## config.mk

```make
export PLATFORM = sky130hd
export DESIGN_NAME = wt_inval_gen
export DESIGN_NICKNAME = d
export VERILOG_FILES = /design/src/rtl/wt_cache_pkg.sv /design/src/rtl/wt_inval_fifo.sv /design/src/rtl/wt_inval_gen.sv
export SDC_FILE = /design/constraint.sdc
export NUM_CORES = 1
export LEC_CHECK = 0
export CORE_UTILIZATION = 44
export DETAILED_ROUTE_END_ITERATION = 7
export DONT_BUFFER_PORTS = 1
export PLACE_DENSITY_LB_ADDON = 0.05
export SLEW_MARGIN = 20
export SYNTH_ARGS = -nofsm -noshare
export SYNTH_HDL_FRONTEND = slang
export SYNTH_HIERARCHICAL = 1
export SYNTH_SLANG_ARGS = --single-unit
```

## constraint.sdc

```tcl
create_clock -name clk_i -period 7.11 [get_ports clk_i]
set_input_delay 0.711 -clock clk_i [delete_from_list [all_inputs] [get_ports clk_i]]
set_output_delay 0.711 -clock clk_i [all_outputs]
set_load 0.05 [all_outputs]
```

## src/rtl/wt_cache_pkg.sv

```systemverilog
// Shared types and helpers for the write-through cache invalidation path.
// Kept small so both the snoop front end and any future consumers agree on encodings.
package wt_cache_pkg;

    typedef enum logic {
        IDLE   = 1'b0,
        EXPAND = 1'b1
    } inval_gen_state_e;

    // Widest address the helpers handle; callers zero-extend narrower addresses.
    localparam int unsigned MaxAddrWidth = 64;

    // Cache-line index of a byte address for a line of 2**offs bytes.
    function automatic logic [MaxAddrWidth-1:0] line_of(
        input logic [MaxAddrWidth-1:0] addr,
        input int unsigned             offs
    );
        return addr >> offs;
    endfunction

endpackage

```

## src/rtl/wt_inval_fifo.sv

```systemverilog
// In-order invalidation queue holding line indices.
// Exposes both the head (issue side) and the tail (merge compare) entries.
module wt_inval_fifo #(
    parameter int unsigned Depth = 4,
    parameter int unsigned Width = 60
) (
    input  logic             clk_i,
    input  logic             rst_i,
    input  logic             push_i,
    input  logic [Width-1:0] data_i,
    input  logic             pop_i,
    output logic [Width-1:0] head_o,
    output logic [Width-1:0] tail_o,
    output logic             full_o,
    output logic             empty_o
);

    localparam int unsigned PtrW = $clog2(Depth);

    logic [Width-1:0] mem [Depth];
    logic [PtrW-1:0]  wr_ptr;
    logic [PtrW-1:0]  rd_ptr;
    logic [PtrW:0]    count;
    logic             do_push;
    logic             do_pop;

    assign full_o  = (count == (PtrW+1)'(Depth));
    assign empty_o = (count == '0);

    // A push never bypasses a full queue, even when a pop happens the same cycle.
    assign do_push = push_i && !full_o;
    assign do_pop  = pop_i && !empty_o;

    assign head_o = mem[rd_ptr];
    assign tail_o = mem[wr_ptr - PtrW'(1)];

    // NOTE: storage has no reset; only the pointers and count qualify its contents.
    always_ff @(posedge clk_i) begin
        if (do_push) begin
            mem[wr_ptr] <= data_i;
        end
    end

    // NOTE: sequential state uses non-blocking assignments so every register sees pre-edge values.
    always_ff @(posedge clk_i) begin
        if (rst_i) begin
            wr_ptr <= '0;
            rd_ptr <= '0;
            count  <= '0;
        end else begin
            if (do_push) begin
                wr_ptr <= wr_ptr + PtrW'(1);
            end
            if (do_pop) begin
                rd_ptr <= rd_ptr + PtrW'(1);
            end
            case ({do_push, do_pop})
                2'b10:   count <= count + (PtrW+1)'(1);
                2'b01:   count <= count - (PtrW+1)'(1);
                default: count <= count;
            endcase
        end
    end

endmodule

```

## src/rtl/wt_inval_gen.sv

```systemverilog
// Snoops non-coherent write bursts and turns each into a stream of D$ line invalidations,
// merging repeats of the most recently queued line.
module wt_inval_gen
    import wt_cache_pkg::*;
#(
    parameter int unsigned AddrWidth = 64,
    parameter int unsigned LineBytes = 16,
    parameter int unsigned FifoDepth = 4
) (
    input  logic                 clk_i,
    input  logic                 rst_i,
    input  logic                 enable_i,
    input  logic                 snoop_valid_i,
    output logic                 snoop_ready_o,
    input  logic [AddrWidth-1:0] snoop_addr_i,
    input  logic [7:0]           snoop_len_i,
    input  logic [2:0]           snoop_size_i,
    output logic [AddrWidth-1:0] inval_addr_o,
    output logic                 inval_valid_o,
    input  logic                 inval_ready_i,
    output logic                 busy_o,
    output logic [31:0]          inval_cnt_o,
    output logic [31:0]          merged_cnt_o
);

    localparam int unsigned Offs  = $clog2(LineBytes);
    localparam int unsigned LineW = AddrWidth - Offs;

    inval_gen_state_e state;
    logic [LineW-1:0] cur_line;
    logic [LineW-1:0] end_line;

    logic             snoop_hs;
    logic [15:0]      span_bytes;
    logic [AddrWidth:0] end_byte;
    logic [LineW-1:0] start_line_d;
    logic [LineW-1:0] end_line_d;
    logic [MaxAddrWidth-1:0] start_line_full;

    logic [LineW-1:0] q_head;
    logic [LineW-1:0] q_tail;
    logic             q_full;
    logic             q_empty;
    logic             merge;
    logic             push;
    logic             pop;
    logic             advance;

    assign snoop_ready_o = (state == IDLE) && enable_i;
    assign snoop_hs      = snoop_valid_i && snoop_ready_o;

    // Burst byte span is at most 256 beats of 128 bytes, so 16 bits suffice.
    assign span_bytes      = (16'(snoop_len_i) + 16'd1) << snoop_size_i;
    assign start_line_full = line_of(MaxAddrWidth'(snoop_addr_i), Offs);
    assign start_line_d    = start_line_full[LineW-1:0];

    // NOTE: every always_comb output gets a default first so no latch is inferred.
    always_comb begin
        end_byte   = '0;
        end_line_d = '0;
        end_byte   = {1'b0, snoop_addr_i} + (AddrWidth+1)'(span_bytes) - (AddrWidth+1)'(1);
        if (end_byte[AddrWidth]) begin
            end_line_d = '1;  // burst runs past the top of memory: clamp instead of wrapping
        end else begin
            end_line_d = end_byte[AddrWidth-1:Offs];
        end
    end

    // Only the newest queued entry is a merge candidate; popped lines are re-issued.
    assign merge   = (state == EXPAND) && !q_empty && (q_tail == cur_line);
    assign push    = (state == EXPAND) && !merge && !q_full;
    assign advance = merge || push;
    assign pop     = inval_valid_o && inval_ready_i;

    always_ff @(posedge clk_i) begin
        if (rst_i) begin
            state    <= IDLE;
            cur_line <= '0;
            end_line <= '0;
        end else begin
            case (state)
                IDLE: begin
                    if (snoop_hs) begin
                        cur_line <= start_line_d;
                        end_line <= end_line_d;
                        state    <= EXPAND;
                    end
                end
                EXPAND: begin
                    if (advance) begin
                        if (cur_line == end_line) begin
                            state <= IDLE;
                        end else begin
                            cur_line <= cur_line + LineW'(1);
                        end
                    end
                end
                default: state <= IDLE;
            endcase
        end
    end

    always_ff @(posedge clk_i) begin
        if (rst_i) begin
            inval_cnt_o  <= '0;
            merged_cnt_o <= '0;
        end else begin
            if (pop && (inval_cnt_o != '1)) begin
                inval_cnt_o <= inval_cnt_o + 32'd1;
            end
            if (merge && (merged_cnt_o != '1)) begin
                merged_cnt_o <= merged_cnt_o + 32'd1;
            end
        end
    end

    wt_inval_fifo #(
        .Depth (FifoDepth),
        .Width (LineW)
    ) u_fifo (
        .clk_i   (clk_i),
        .rst_i   (rst_i),
        .push_i  (push),
        .data_i  (cur_line),
        .pop_i   (pop),
        .head_o  (q_head),
        .tail_o  (q_tail),
        .full_o  (q_full),
        .empty_o (q_empty)
    );

    // Head storage is unreset, so the address is forced to zero while the queue is empty.
    assign inval_valid_o = !q_empty;
    assign inval_addr_o  = q_empty ? '0 : {q_head, Offs'(0)};
    assign busy_o        = (state != IDLE) || !q_empty;

endmodule

```

==> run summary <==
status - finished with violations
failing checks - DRC
total global-route track usage - 25.0%
Post-Syn Area per Cell - 10.1 µm²
slew at the pin with the worst max-slew slack - 1.09 ns
maximum achievable frequency - 172 MHz
final worst-path setup slack - 1.30 ns
Synth top area share - 28.1%
sequential cell area fraction in the yosys report - 43.3%
asr flop ratio synth - 0%
clk buf depth - 3
VDD IR-drop max - 0.198 mV
min Tclk post-route - 5.81 ns
Synth Flop Type - edfxtp_1
initial DRC count - 1570
maxcap violations - 0
Slew Limit Fails - 0
WP buf/inv - 5
Die Area - 59200 µm²
routability cong. - 0.838
Routed Wire Length - 74800 µm
Final Cell Area - 27600 µm²
clk_lat worst skew - 0.59 ns
die width - 243 µm
post_cts resized - 0
pre-CTS setup slack - 1.00 ns
library cells used by synthesis - 80
Worst Path Required - 7.62 ns
first-pass iteration count of the detailed router - 8
Yosys reg bits - 434
leakage - 9.41 nW
type of destination of the critical path - flip-flop
HPWL after DPL - 54200 µm
crit start category - flip-flop
Warnings, synthesis - 6
Synth area leaders - edfxtp_1 (28%), dfxtp_1 (15%), mux4_2 (11%), ha_1 (4.2%), xnor2_1 (3.8%)
# IOs - 211
Die Ht - 243 µm
Min-Delay Path Class - input pin to flip-flop
CTS tree - built
fin crit share - 81.7%
drt via density - 5.92
delay-heaviest family, CP - simple AND/OR/NAND/NOR gates
first-pass GRT wire length - 114000 µm
Crit-path slowest cell - dfxtp_4
largest net degree at the start of global routing - 197
CTS root buf - clkbuf_16
CP Class - flip-flop to flip-flop
layout cell share with drive strength beyond 1 - 10.4%
leading area contributor after synthesis - edfxtp_1
post-synthesis cell area - 25600 µm²
Worst slew margin - 27.5%
Worst-path clk slew - 0.06 ns
total global routing overflow - 0
# nets final - 2623
Starting Density - 44.5%
Final setup viols - 0
Post-synth EDFFs - 240
most common cell in the synthesized netlist - edfxtp_1
crit-path max cell delay - 0.66 ns
crit path DAT - 6.32 ns
vias after detailed routing - 19300
Clock Skew - 0.0178 ns
area grow syn2layout - 7.80%
Cells after DPL - 3171
endpoints failing hold - 0
Core Area - 57600 µm²
WL/cell - 22.9 µm
CP max FO - 25
Final Non-Filler Cells - 3260
Synth top cells by count - edfxtp_1 (240), nand2_1 (219), nor2_1 (214)
H-tree levels - 2
TritonCTS Sinks - 434
RSZ-0062 raised after global routing - false
post-CTS setup buffer count - 0
Post-Syn Instances - 2546
TNS Setup - 0 ns
post-detailed-route count of antenna-violating nets - 0
final core occ - 48.0%
port bufs - 0
Cell Rows - 88
Worst path most repeated cell - inv_1
Hold Buf Count CTS - 0
initial antenna violation count - 3
vias in the first global route - 18400
Num CTS Buffers - 48
fillers - 5340
detailed-route DRC error count - 2
Post-Place Cell Area - 26100 µm²
PwrDens - 241 nW/µm²
critical path, cell by cell - inv_1 > ha_2 > buf_4 > mux4_2 > nor2b_1 > a2111o_1 > a2111oi_1 > nand4_1 > or4_4 > and2_1 > nor2b_1 > inv_1 > nor2_1 > inv_1 > ha_1 > inv_1 > fa_1 > xor2_1 > or3_1 > a21oi_1
-- stage by stage --
step                hold slack (ns)  power, mW
finish                        0.210       6.67
global route                  0.199       6.95
global placement              0.453       4.30
detailed placement            0.466       4.30
CTS                           0.186       6.74
floorplan                     0.455       3.95
-- worst paths after layout --
| kind | cells after the start | to | start | slack (ns) |
|---|---|---|---|---|
| setup reg to reg | 20 | u_fifo/count[2] | u_fifo/wr_ptr[0] | 1.30 |
| setup / recovery | 20 | u_fifo/count[2] | u_fifo/wr_ptr[0] | 1.30 |
| hold / removal | 1 | u_fifo/wr_ptr[0] | rst_i | 0.21 |
| hold reg to reg | 2 | flip-flop | u_fifo/rd_ptr[1] | 0.47 |
-- layout make-up --
type / instances / area, µm² / area share [%]
antenna: 1 / 2.50 / 0.00905
inverter: 149 / 559 / 2.02
clock inverter: 19 / 173 / 0.625
tap: 765 / 957 / 3.46
sequential: 434 / 11100 / 40.2
multi-input combinational: 1791 / 13200 / 47.8
timing repair buffer: 32 / 265 / 0.960
clock buffer: 69 / 1360 / 4.92
-- where the power goes --
part,internal (mW),switching (mW),total (mW),leakage (nW)
registers,2.77,0.155,2.92,3.79
logic,0.474,0.857,1.33,4.88
clock network,1.40,1.02,2.42,0.740
total,4.64,2.03,6.67,9.41
-- registers in the layout (all words and copies together), names as in the netlist, named ones only --
name,flops
end_line,60
u_fifo/mem,240
u_fifo/count,3
u_fifo/rd_ptr,2
cur_line,60
inval_cnt_o,32
u_fifo/wr_ptr,2
merged_cnt_o,32
state,1
-- cell families after synthesis --
kind of cell	synth area share, %
and+or+nand+nor	15.5
buffers and inverters	5.37
other	0.0146
DFF	43.3
AOI/OAI and AO/OA	13.4
adders and majority gates	4.27
xor gates and xnor gates	7.10
muxes	11.1
-- worst register-to-register path: cells and delay by family (launching register included) --
| kind | cells | cell delay (ns) |
|---|---|---|
| AND/OR/NAND/NOR | 7 | 1.64 |
| adder cells (fa/ha/maj) | 3 | 1.15 |
| AO/OA/AOI/OAI | 3 | 0.95 |
| buffers and inverters | 5 | 0.79 |
| flip-flops | 1 | 0.66 |
| multiplexers | 1 | 0.39 |
| XOR/XNOR | 1 | 0.16 |
-- per-layer routing --
layer  share of wire (%)  vias to the layer above  GRT usage [%]
met4                 2.5                        0           6.79
met1                  47                     9519           36.8
li1                    -                     9117              -
met5                   0                        -              0
met3                 5.6                       99           3.53
met2                  45                      550           38.4
-- placed cells by master, fill, tap and decap left out, drive strengths merged, types with 5 or more instances in the layout --
cell type,instances
edfxtp,240
nand2,219
nor2,214
dfxtp,194
a21oi,158
inv,150
mux4,120
o21ai,118
xnor2,110
xor2,98
a211oi,89
ha,86
nor2b,81
clkbuf,69
nand3,64
nand4,54
nor3,36
o22ai,34
buf,32
or3,31
nor4,29
a21o,26
nand2b,22
and3,21
a22oi,21
o21bai,15
and2,13
clkinv,13
a31oi,12
mux2i,12
and4,11
o31ai,11
or2,9
o21a,6
a22o,5
nand3b,5
o2bb2ai,5
a41oi,5
or4,5
No activity file was read; power rests on OpenSTA's default activity.
